**src/rtl/cnt_wrap_cascade.sv**
```systemverilog
// Downstream checker for a modulo-N counter: verifies each sampled step, locks onto a
// clean sequence, and counts wraps in a modulo-HI_MOD digit with wrap/carry pulses.
//
// state  | meaning
// IDLE   | no reference sample yet; first valid sample seeds prev
// ACQ    | counting consecutive correct steps toward lock
// LOCKED | sequence trusted; wraps advance hi_count, mismatches raise seq_err
module cnt_wrap_cascade #(
  parameter int W      = 4,
  parameter int LOAD   = 10,
  parameter int TERM   = 0,
  parameter int DIR    = 1,
  parameter int HI_MOD = 6,
  parameter int HI_W   = 4,
  parameter int N_LOCK = 3
) (
  input  logic            clk,
  input  logic            rst,
  input  logic            cnt_valid,
  input  logic [W-1:0]    cnt_in,
  input  logic            err_clr,
  output logic [HI_W-1:0] hi_count,
  output logic            wrap_pulse,
  output logic            carry,
  output logic            locked,
  output logic            seq_err
);

  typedef enum logic [1:0] {IDLE, ACQ, LOCKED} state_t;

  localparam int RANGE_LO = (LOAD < TERM) ? LOAD : TERM;
  localparam int RANGE_HI = (LOAD < TERM) ? TERM : LOAD;

  localparam logic [W:0]      LOAD_X  = (W+1)'(LOAD);
  localparam logic [W:0]      LO_X    = (W+1)'(RANGE_LO);
  localparam logic [W-1:0]    TERM_V  = W'(TERM);
  localparam logic [W-1:0]    SPAN    = W'(RANGE_HI - RANGE_LO);
  localparam logic [2:0]      LOCK_N  = 3'(N_LOCK);
  localparam logic [HI_W-1:0] HI_LAST = HI_W'(HI_MOD - 1);

  state_t          state, state_nx;
  logic [W-1:0]    prev, prev_nx;
  logic [2:0]      step, step_nx;
  logic [HI_W-1:0] hi_nx;
  logic            wrap_nx, carry_nx, err_nx;

  logic [W:0]      cnt_x, offs, exp_x;
  logic [2:0]      step_inc;
  logic            in_range, match, wrap_ev, set_err;

  // One extra bit keeps prev-1 at 0 from aliasing onto 2^W-1.
  always_comb begin
    cnt_x    = {1'b0, cnt_in};
    offs     = cnt_x - LO_X;
    in_range = !offs[W] && (offs[W-1:0] <= SPAN);
    if (prev == TERM_V)
      exp_x = LOAD_X;
    else if (DIR != 0)
      exp_x = {1'b0, prev} - (W+1)'(1);
    else
      exp_x = {1'b0, prev} + (W+1)'(1);
    match    = in_range && (cnt_x == exp_x);
    wrap_ev  = match && (prev == TERM_V);
    step_inc = step + 3'd1;
  end

  always_comb begin
    state_nx = state;
    prev_nx  = prev;
    step_nx  = step;
    hi_nx    = hi_count;
    wrap_nx  = 1'b0;
    carry_nx = 1'b0;
    set_err  = 1'b0;
    if (cnt_valid) begin
      prev_nx = cnt_in;
      case (state)
        IDLE: begin
          state_nx = ACQ;
          step_nx  = 3'd0;
        end
        ACQ: begin
          if (match) begin
            step_nx = step_inc;
            if (step_inc == LOCK_N) state_nx = LOCKED;
          end else begin
            step_nx = 3'd0;
          end
        end
        LOCKED: begin
          if (!match) begin
            set_err  = 1'b1;
            state_nx = ACQ;
            step_nx  = 3'd0;
          end else if (wrap_ev) begin
            wrap_nx = 1'b1;
            if (hi_count == HI_LAST) begin
              hi_nx    = '0;
              carry_nx = 1'b1;
            end else begin
              hi_nx = hi_count + HI_W'(1);
            end
          end
        end
        default: state_nx = IDLE;
      endcase
    end
    // A fresh mismatch outranks a simultaneous clear.
    err_nx = set_err | (seq_err & ~err_clr);
  end

  always_ff @(posedge clk or negedge rst) begin
    if (!rst) begin
      state      <= IDLE;
      prev       <= '0;
      step       <= 3'd0;
      hi_count   <= '0;
      wrap_pulse <= 1'b0;
      carry      <= 1'b0;
      seq_err    <= 1'b0;
    end else begin
      state      <= state_nx;
      prev       <= prev_nx;
      step       <= step_nx;
      hi_count   <= hi_nx;
      wrap_pulse <= wrap_nx;
      carry      <= carry_nx;
      seq_err    <= err_nx;
    end
  end

  assign locked = (state == LOCKED);

endmodule

```
**config.mk**
```make
export PLATFORM = sky130hd
export DESIGN_NAME = cnt_wrap_cascade
export DESIGN_NICKNAME = d
export VERILOG_FILES = /design/src/rtl/cnt_wrap_cascade.sv
export SDC_FILE = /design/constraint.sdc
export NUM_CORES = 1
export LEC_CHECK = 0
export BUFFER_PORTS_ARGS = -buffer_cell sky130_fd_sc_hd__clkbuf_2
export CORE_MARGIN = 1.5
export CORE_UTILIZATION = 57
export CTS_BUF_LIST = sky130_fd_sc_hd__clkbuf_2 sky130_fd_sc_hd__clkbuf_4 sky130_fd_sc_hd__clkbuf_8
export CTS_CLUSTER_SIZE = 30
export DETAILED_ROUTE_END_ITERATION = 7
export PLACE_DENSITY_LB_ADDON = 0.2
export SLEW_MARGIN = 20
export SYNTH_ARGS = -nofsm -noshare
export SYNTH_HDL_FRONTEND = slang
export SYNTH_SLANG_ARGS = --single-unit
```
**constraint.sdc**
```tcl
create_clock -name clk -period 3.15 [get_ports clk]
set_input_delay 0.4725 -clock clk [delete_from_list [all_inputs] [get_ports clk]]
set_output_delay 0.4725 -clock clk [all_outputs]
set_load 0.02 [all_outputs]
```
# After elaboration in Yosys (flattened, before gate mapping)
# Cells that the tools add are included.
# Widths: inputs -> output; s select.
# word_totals
reg_bits	16
output_inout_bits	8
wordCells	51
in_bits	8
# classes
magnitude_cmp	1
addsub	3
n_mux	21
bitwise	3
n_reduce_logical	8
n_eq_ne	8
# ops
operator	n
$mux 1	12
$pmux 3 s3	1
$reduce_and 4->1	2
$mux 2	3
$mux 3	2
$ne 2x2->1 const B	3
$pmux 2 s3	1
$eq 4x5->1	1
$mux 5	1
$sub 4x1->5 const B	1
$add 4x1->4 const B	1
$eq 4x3->1 const B	1
$le 4x4->1 const B	1
$logic_not 4->1	1
$mux 4	1
$add 3x1->3 const B	1
$eq 3x2->1 const B	1
$reduce_and 3->1	1
$reduce_bool 3->1	1
$eq 2x1->1 const B	1
$eq 2x2->1 const B	1
$logic_and 1x1->1	2
$logic_not 2->1	1
$and 1x1->1	1
2 further kinds	2

# Logic depth before layout (Yosys ltp)
# Gate-level depths: netlist of the first run.
# depth
word_depth	9
depth_mapped	7
mapped_depth_nobuf	7

# Worst setup path after synthesis of the first run
# Ideal clock, no wire load.
# synth_path
path_kind	register to register
from	register prev[0]
to	register seq_err
setup_time_ns	0.122
n_path_buf	0
required_ns	3.028
stages_incl_launch_ff	8
path_slack_ns	0.887
synth_period_minus_slack_ns	2.263
arrival_time_ns	2.141
cell_sequence	dfrtp_1 -> inv_1 -> ha_1 -> and3b_1 -> or3_4 -> a2111oi_4 -> nand3_1 -> a32o_1
# synth_between
elab_chain_len	8
word_cells_on_any_way	9
cone_classes	1 x add/sub; 1 x eq/ne; 4 x mux; 1 x bitwise; 2 x reduce/logical
# synth_lines
item	line_no	text
start: declaration	42	logic [W-1:0] prev, prev_nx;
start signal: assignment	123	prev <= prev_nx;
$sub 4x1->5 / $logic_not 4->1 (equally long branches)	59, 56	
$mux 5 (*)	56	if (prev == TERM_V)
$eq 4x5->1 (*)	62	match = in_range && (cnt_x == exp_x);
$logic_and 1x1->1 (*)	62	
$mux 1 (*)	91	if (!match) begin
$mux 1 (*)	77	case (state)
$mux 1 (*)	75	if (cnt_valid) begin
$or 1x1->1 (*)	109	err_nx = set_err | (seq_err & ~err_clr);
named net err_nx	45	logic wrap_nx, carry_nx, err_nx;
end signal: assignment	128	seq_err <= err_nx;
end: declaration	26	output logic seq_err
# The timed path passes the listed nets; every way through them passes the cells marked *.
# A chain may end at the register's enable or synchronous reset.

# Final worst setup path of the first run
# layout_path
from	register prev[0]
to	register state[0]
# layout_between
elab_chain_len	6
word_cells_on_any_way	8
cone_classes	1 x add/sub; 3 x eq/ne; 1 x mux; 3 x reduce/logical
# layout_lines
item	line_no	text
$sub 4x1->5 / $logic_not 4->1 (equally long branches)	59, 56	
$mux 5 (*)	56	
$eq 4x5->1 (*)	62	
$logic_and 1x1->1 (*)	62	
$ne 2x2->1 (no source line)	--	
$reduce_and 4->1 (no source line) (*)	--	
end signal: assignment	122	state <= state_nx;
end: declaration	41	state_t state, state_nx;
# Mark *: on every way between the ends. The rest lies on a longest branch, timed or not.

==> flow_summary.json, run 1 <==
{
  "comb_power_share": 0.180,
  "antenna_found_initial": 0,
  "fill_cells": 126,
  "cp-start-kind": "register",
  "synthesis.instances": 95,
  "run_status": "finished clean",
  "worst-path-max-fanout": 9,
  "cts_max_path_buffers": 2,
  "final_common_cell": "dfrtp_1",
  "cts.sinks": 16,
  "grt_max_degree": 17,
  "p_leak_nw": 0.489,
  "end_kind": "register",
  "maxCapViolCount": 0,
  "antenna_cells": 0,
  "dpl.hpwl_um": 1410,
  "drcViolationCount": 0,
  "dieArea_mm2": 0.00188,
  "grt_pass1_vias": 742,
  "syn-num-nets": 106,
  "tritoncts": "done",
  "cts_root_buffer": "clkbuf_4",
  "drt-wirelength-per-cell_um": 14.7,
  "gp_congestion": 0.768,
  "multi_input_area_um2": 480,
  "route.vias.total": 789,
  "switching_share": 0.289,
  "cts_buffers": 3,
  "power.internal_mw": 0.317,
  "post_cts_resized": 0,
  "power_mw": 0.446,
  "overflow": 0,
  "fin_skew_ns": 0.00795,
  "ys_seq_elements": 16,
  "grt_pass1_wl_um": 3220,
  "h-tree-depth": 1,
  "regArea_um2": 400,
  "portBuffers": 15,
  "nets": 124,
  "yosys_warnings": 0,
  "finalCritPeriodShare": 0.812,
  "relSlewSlack": 0.616,
  "pwr-share-seq": 0.509,
  "fin_cells": 128,
  "drt_iter0_drc": 8,
  "rsz0062_at_grt": "no",
  "initial_core_util": 0.615,
  "tightest_slew_ns": 0.576,
  "cp.required_ns": 3.34,
  "die_w_um": 43.3,
  "final_max_slew_viol_count": 0,
  "cp.arrival_ns": 2.75,
  "hp-class": "input pin to asynchronous set/reset pin",
  "dieHeight_um": 43.3,
  "finalSetupViolCount": 0,
  "ctsHoldBuffers": 0,
  "ys_seq_area_frac": 0.432,
  "cts_setup_buffers": 0,
  "synth.avg_cell_area_um2": 9.76,
  "path_clk_slew_ns": 0.10,
  "syn-cell-area_um2": 927,
  "core-area_mm2": 0.00151,
  "place_inst": 124,
  "hold_viol": 0,
  "clock_latency_ns": 0.29,
  "fmax_mhz": 391,
  "antenna_left": 0,
  "vias_per_cell": 6.16,
  "fin_util": 0.697,
  "drive_above_1_share": 0.223,
  "tns_ns": 0,
  "grt_util_all_layers": 0.234,
  "crit_type": "register to register",
  "final_cell_mix": "dfrtp_1 (16), clkbuf_2 (15), inv_1 (10)",
  "num_rows": 14,
  "switchingPower_mw": 0.129,
  "period_minus_slack_ns": 2.56,
  "routed_wl_um": 1880,
  "power_density_mw_per_mm2": 425,
  "syn2layout_area_growth_pct": 13.2,
  "vdd_drop_max_mv": 0.278,
  "synth_cell_types": 37,
  "pwr-share-clk": 0.311,
  "io_pins": 16,
  "dr.pass1.iters": 4
}
-- registers in the layout (all words and copies together), names as in the netlist --
register,cells
carry,1
hi_count,4
prev,4
seq_err,1
state,2
step,3
wrap_pulse,1
-- per-stage QoR --
step | setup slack (ns) | hold WS [ns] | cell area [µm²]
after floorplan | 0.887 | 0.177 | 927
after global placement | 0.756 | 0.410 | 1010
after detailed placement | 0.658 | 0.420 | 1010
after CTS | 0.624 | 0.0952 | 1050
after global routing | 0.430 | 0.105 | 1050
final | 0.591 | 0.0832 | 1050
-- layout make-up --
type,count,area share
Tap cell,16,0.0191
Inverter,10,0.0358
Timing Repair Buffer,15,0.0715
Clock buffer,4,0.0346
Multi-Input combinational cell,67,0.458
Sequential cell,16,0.381
-- cell usage after synthesis --
library cell   n  area share
a2111oi_4      1       0.030
a21boi_0       1      0.0081
a21oi_1        3       0.016
a31oi_1        1      0.0068
a32o_1         1       0.011
a41oi_1        3       0.028
and3_1         2       0.013
and3b_1        1      0.0094
and4_1         2       0.019
buf_2          1      0.0054
clkbuf_1       1      0.0040
dfrtp_1       16        0.43
ha_1           3       0.040
inv_1         10       0.040
mux2_2         2       0.024
mux2i_1        1       0.011
nand2_1        8       0.032
nand2b_1       1      0.0068
nand3_1        3       0.016
nand4_1        1      0.0068
nand4b_1       2       0.019
nor2_1         2      0.0081
nor2b_1        6       0.040
nor3_1         4       0.022
nor3b_1        1      0.0081
o2111ai_1      1      0.0094
o21a_1         2       0.016
o21ai_0        5       0.027
o21ai_2        1      0.0094
o22ai_1        1      0.0068
o31ai_1        1      0.0081
o32ai_1        1      0.0094
or3_1          2       0.013
or3_4          1       0.012
or4b_2         1       0.011
xnor2_1        1      0.0094
xor2_1         1      0.0094
-- critical path, stage by stage, from the launching register on --
cell and delay (ns):
dfrtp_1 0.41, inv_1 0.07, ha_1 0.23, and3b_1 0.20
or3_4 0.37, a2111oi_4 0.61, a41oi_1 0.30, o21a_1 0.25
-- power groups by stage --
stage	clock, mW	combinational [mW]	sequential, mW
2_1_floorplan	0	0.0573	0.229
3_3_place_gp	0	0.0766	0.230
3_5_place_dp	0	0.0801	0.231
4_1_cts	0.143	0.0811	0.227
5_1_grt	0.153	0.0907	0.228
6_report	0.139	0.0806	0.227
-- worst paths after layout --
path	start	to	slack, ns	cells past startpoint
setup / recovery	prev[0]	state[0]	0.59	7
hold reg to reg	hi_count[1]	carry	0.52	1
min in group clk	cnt_in[1]	prev[1]	0.41	3
max in group asynchronous	rst	prev[1]	2.77	1
setup reg to reg	prev[0]	state[0]	0.59	7
hold / removal	rst	step[0]	0.08	1
-- cell families (layout without fill, tap and decap cells) --
kind of cell	after synthesis	after routing	synth area share
compound gates	22	22	0.186
xor+xnor	2	2	0.0189
fa+ha+maj	3	3	0.0405
buf+inv	12	29	0.0499
flops	16	16	0.432
mux	3	3	0.0351
simple gates	37	37	0.238
-- layer usage --
metal / share of wire / vias up / GRT usage / wire length [µm]
li1: - / 382 / - / -
met1: 0.42 / 389 / 0.275 / 798
met2: 0.52 / 13 / 0.403 / 986
met3: 0.029 / 5 / 0.0542 / 55
met4: 0.022 / 0 / 0.109 / 42
met5: 0 / - / 0 / 0
No activity file was read; power rests on OpenSTA's default activity.
==> run 2: changes to the inputs <==
Settings changed: CORE_UTILIZATION 57 to 51.
Clock period 3.15 ns to 2.1 ns, I/O delays scaled along.
==> run 2 against run 1 <==
Against the previous run:
- maximum frequency is 19% higher
- design area is 8.9% higher
- combinational power is 87% higher
- clock skew is 0.0051 ns lower
- count of clock-buffer cells in the layout down 1
- die area up 11%
- non-clock buffer count rose by 8
- critical path type unchanged
- total power is 45% higher
- via count increased by 3.3%
- the flow now finishes with violations (setup timing)
- sequential power is 50% higher
- flip-flop and latch count did not move
==> flow_summary.json, run 2 (synthesized netlist as in run 1, its figures left out) <==
{
  "drcViolationCount": 0,
  "r2r_start": "prev[0]",
  "antenna_left": 0,
  "nets": 132,
  "p_leak_nw": 0.524,
  "num_rows": 15,
  "h-tree-depth": 1,
  "relSlewSlack": 0.728,
  "antenna_cells": 0,
  "cp.required_ns": 2.28,
  "maxCapViolCount": 0,
  "crit_type": "register to register",
  "ff2ff_setup_slack_ns": -0.05,
  "crit_chain": "inv_2 > ha_4 > and3b_1 > or3_4 > a2111oi_4 > buf_6 > a41oi_2 > o21a_1",
  "final_common_cell": "dfrtp_1",
  "reg_top3": "hi_count: 4 flops, prev: 4 flops, step: 3 flops",
  "routed_wl_um": 1910,
  "rsz0062_at_grt": "yes",
  "tritoncts": "done",
  "cts_max_path_buffers": 2,
  "route.vias.total": 815,
  "max_stage_delay_ns": 0.39,
  "place_inst": 138,
  "drt-wirelength-per-cell_um": 13.2,
  "grt_pass1_wl_um": 3130,
  "hp-class": "input pin to register",
  "cp_slowest_cell": "dfrtp_1",
  "gp_congestion": 0.850,
  "tns_ns": -0.0601,
  "drive_above_1_share": 0.311,
  "finalSetupViolCount": 5,
  "die_w_um": 45.6,
  "fin_skew_ns": 0.00289,
  "run_status": "complete, but fails checks",
  "grt_max_degree": 17,
  "syn2layout_area_growth_pct": 23.3,
  "overflow": 0,
  "vias_per_cell": 5.66,
  "violations": "setup timing",
  "worstRegToRegCells": 8,
  "holdWs_ns": 0.295,
  "period_minus_slack_ns": 2.15,
  "min_from": "err_clr",
  "fill_cells": 150,
  "grt_pass1_vias": 761,
  "cp.arrival_ns": 2.32,
  "dp_slack_ns": -0.0414,
  "fin_ws_ns": -0.0459,
  "cts_root_buffer": "clkbuf_4",
  "final_max_slew_viol_count": 0,
  "core-area_mm2": 0.00171,
  "dpl.hpwl_um": 1390,
  "path_clk_slew_ns": 0.09,
  "end_kind": "register",
  "antenna_found_initial": 0,
  "grt_util_all_layers": 0.215,
  "hold_viol": 0,
  "fmax_mhz": 466,
  "dr.pass1.iters": 5,
  "dieHeight_um": 45.6,
  "holdPathEnd": "seq_err",
  "portBuffers": 15,
  "io_pins": 16,
  "vdd_drop_max_mv": 0.510,
  "final_area_mm2": 0.00114,
  "whs_path_depth": 3,
  "power_density_mw_per_mm2": 565,
  "initial_core_util": 0.543,
  "fin_cells": 144,
  "final_cell_mix": "dfrtp_1 (16), clkbuf_2 (15), inv_1 (9)",
  "tightest_slew_ns": 0.408,
  "cts.sinks": 16,
  "finalCritPeriodShare": 1.02,
  "r2r_end": "state[0]",
  "drt_iter0_drc": 20,
  "placed_cell_area_mm2": 0.00107,
  "cp-start-kind": "register",
  "dieArea_mm2": 0.00208,
  "clock_latency_ns": 0.28,
  "worst-path-max-fanout": 5,
  "cts_buffers": 3
}
==> run 2: layout make-up <==
cell class	instances	area [µm²]	area share
flip-flops and latches	16	400	0.350
repair buffers	23	139	0.121
well taps	25	31.3	0.0274
multi-input cells	67	513	0.449
clock buffers	3	22.5	0.0197
inverters	10	37.5	0.0328
==> run 2: routing by layer <==
metal | share of wire | vias up | wire length, µm | global-route usage
li1 | - | 399 | - | -
met4 | 0.015 | 0 | 29 | 0.0882
met3 | 0.035 | 4 | 67 | 0.0357
met2 | 0.48 | 21 | 923 | 0.372
met5 | 0 | - | 0 | 0
met1 | 0.46 | 391 | 885 | 0.263
==> run 2: worst max path at each step <==
stage | from | end | slack, ns | depth (start not counted)
5_1_grt | prev[0] | step[1] | -0.14 | 8
6_report | prev[0] | state[0] | -0.05 | 8
4_1_cts | prev[1] | state[0] | -0.03 | 8
3_5_place_dp | prev[1] | seq_err | -0.04 | 8
2_1_floorplan | prev[0] | seq_err | -0.05 | 7
3_3_place_gp | prev[0] | seq_err | 0.008 | 8
==> run 2: report_power, final <==
part | internal, mW | switching [mW]
Clock | 0.0665 | 0.0881
Sequential | 0.323 | 0.0169
Combinational | 0.0680 | 0.0835
Total | 0.457 | 0.188
==> run 2: critical path: cells and delay by family (launching register included) <==
kind / cells / cell delay [ns]
AO/OA/AOI/OAI: 3 / 0.71
adder cells (fa/ha/maj): 1 / 0.16
buffers and inverters: 2 / 0.24
flip-flops: 1 / 0.39
AND/OR/NAND/NOR: 2 / 0.55
==> run 2: through the flow <==
step                total power, mW  utilization
floorplan                     0.432            -
global placement              0.478        0.628
detailed placement            0.482        0.628
CTS                           0.646        0.656
global route                  0.684        0.670
finish                        0.646        0.670
==> run 2: what timing repair did <==
action | 4_1_cts | 5_1_grt
endpoints found under the setup margin | 5 | 11
buffers inserted | 1 | 0
hold buffers | 1 | 0
endpoints found under the hold margin | 16 | 0
pin swaps | 1 | 1
cloned | 0 | 1
gates resized for setup | 2 | 5
==> run 3: changes to the inputs <==
Settings changed: PLACE_DENSITY from default to 0.75, PLACE_DENSITY_LB_ADDON 0.2 to default.
==> run 3 against run 2 <==
Against the previous run:
- the run still ends with setup timing left
- flip-flop and latch count is the same
- worst setup slack lost 0.026 ns
- combinational power grew 15%
- die area is the same
- utilization grew 4.3 points
- routed wire length grew 9.4%
- non-clock buffer count grew 3
- register-to-register slack lost 0.03 ns
- clock power grew 34%
- critical path type unchanged
==> flow_summary.json, run 3 (synthesized netlist as in run 1, its figures left out) <==
{
  "power.internal_mw": 0.508,
  "comb_power_share": 0.240,
  "finalSetupViolCount": 9,
  "fill_cells": 134,
  "hold_viol": 0,
  "crit_type": "register to register",
  "crit_end": "step[1]",
  "portBuffers": 15,
  "drcViolationCount": 0,
  "switchingPower_mw": 0.215,
  "dieArea_mm2": 0.00208,
  "clock_latency_ns": 0.30,
  "fmax_mhz": 460,
  "die_w_um": 45.6,
  "antenna_found_initial": 0,
  "finalCritPeriodShare": 1.03,
  "p_leak_nw": 0.553,
  "syn2layout_area_growth_pct": 31.3,
  "vias_per_cell": 5.68,
  "violations": "setup timing",
  "cts_buffers": 3,
  "cp.arrival_ns": 2.38,
  "antenna_cells": 0,
  "dr.pass1.iters": 4,
  "initial_core_util": 0.543,
  "route.vias.total": 841,
  "worstRegToRegCells": 8,
  "final_cell_mix": "dfrtp_1 (16), clkbuf_2 (15), buf_4 (9)",
  "run_status": "complete, but fails checks",
  "worst-path-max-fanout": 5,
  "nets": 135,
  "hp-class": "input pin to register",
  "antenna_left": 0,
  "final_max_slew_viol_count": 0,
  "path_clk_slew_ns": 0.10,
  "startpoint": "prev[0]",
  "tightest_slew_ns": 0.471,
  "dp_slack_ns": -0.0533,
  "pwr-share-seq": 0.473,
  "cts_root_buffer": "clkbuf_4",
  "num_rows": 15,
  "vdd_drop_max_mv": 0.468,
  "core-area_mm2": 0.00171,
  "pwr-share-clk": 0.287,
  "end_kind": "register",
  "rsz0062_at_grt": "yes",
  "final_common_cell": "dfrtp_1",
  "grt_util_all_layers": 0.243,
  "cts_max_path_buffers": 2,
  "gp_congestion": 0.898,
  "dieHeight_um": 45.6,
  "grt_max_degree": 17,
  "routed_wl_um": 2080,
  "fin_cells": 148,
  "drt-wirelength-per-cell_um": 14.1,
  "dpl.hpwl_um": 1410,
  "switching_share": 0.297,
  "h-tree-depth": 1,
  "place_inst": 139,
  "overflow": 0,
  "reg_top3": "hi_count: 4 flops, prev: 4 flops, step: 3 flops",
  "relSlewSlack": 0.686,
  "drt_iter0_drc": 19,
  "cp.required_ns": 2.30,
  "fin_ws_ns": -0.0718,
  "tritoncts": "done",
  "maxCapViolCount": 0,
  "cp-start-kind": "register",
  "grt_pass1_vias": 814,
  "ff2ff_setup_slack_ns": -0.07,
  "io_pins": 16,
  "drive_above_1_share": 0.374,
  "period_minus_slack_ns": 2.17,
  "r2r_end": "step[1]",
  "fin_skew_ns": 0.00714,
  "cts.sinks": 16,
  "r2r_start": "prev[0]",
  "grt_pass1_wl_um": 3500,
  "power_density_mw_per_mm2": 594
}
run 3: worst min-delay path by stage:
| stage | slack [ns] | startpoint | to | cells after the start |
|---|---|---|---|---|
| 6_report | 0.26 | cnt_in[1] | prev[1] | 3 |
| 3_5_place_dp | 0.26 | rst | seq_err | 1 |
| 2_1_floorplan | 0.02 | rst | carry | 0 |
| 3_3_place_gp | 0.26 | rst | seq_err | 1 |
| 5_1_grt | 0.28 | cnt_in[2] | prev[2] | 2 |
| 4_1_cts | 0.26 | cnt_in[1] | prev[1] | 3 |
run 3: cell type report:
class,instances,area (µm²),share of cell area
well taps,25,31.3,0.0257
multi-input cells,67,554,0.455
clock buffers,4,36.3,0.0298
inverters,10,37.5,0.0308
repair buffers,26,158,0.129
flip-flops and latches,16,400,0.329
run 3: timing repair:
| action | CTS | global route |
|---|---|---|
| endpoints found under the hold margin | 16 | 0 |
| resized for setup | 8 | 7 |
| hold buffers | 1 | 0 |
| pin swaps | 5 | 5 |
| cloned | 1 | 0 |
| buffers inserted | 3 | 0 |
| setup endpoints to repair | 9 | 12 |
run 3: power by group through the flow:
stage	Combinational, mW	Clock, mW	Sequential [mW]
CTS	0.160	0.215	0.340
global route	0.191	0.226	0.344
finish	0.174	0.208	0.342
floorplan	0.0884	0	0.344
detailed placement	0.137	0	0.345
global placement	0.134	0	0.344
run 3: through the flow:
| stage | setup TNS [ns] | hold slack [ns] | area [µm²] | util | total power [mW] |
|---|---|---|---|---|---|
| 5_1_grt | -1.62 | 0.283 | 1220 | 0.713 | 0.761 |
| 3_5_place_dp | -0.187 | 0.259 | 1080 | 0.632 | 0.481 |
| 3_3_place_gp | 0 | 0.257 | 1080 | 0.632 | 0.478 |
| 2_1_floorplan | -0.198 | 0.0194 | 937 | - | 0.432 |
| 4_1_cts | -0.147 | 0.258 | 1190 | 0.695 | 0.715 |
| 6_report | -0.402 | 0.263 | 1220 | 0.713 | 0.723 |
run 3: per-layer routing:
| layer | routed length, µm | vias up | global-route usage |
|---|---|---|---|
| met4 | 60 | 0 | 0.141 |
| met3 | 118 | 7 | 0.0675 |
| met1 | 898 | 395 | 0.299 |
| li1 | - | 407 | - |
| met5 | 0 | - | 0 |
| met2 | 1010 | 32 | 0.377 |
run 3: worst max-delay path, stage by stage (launching register included):
cell       delay, ns
dfrtp_1         0.39
inv_2           0.07
ha_4            0.16
and3b_1         0.18
or3_4           0.37
a2111oi_4       0.32
buf_4           0.22
nand3_2         0.11
o32ai_1         0.26
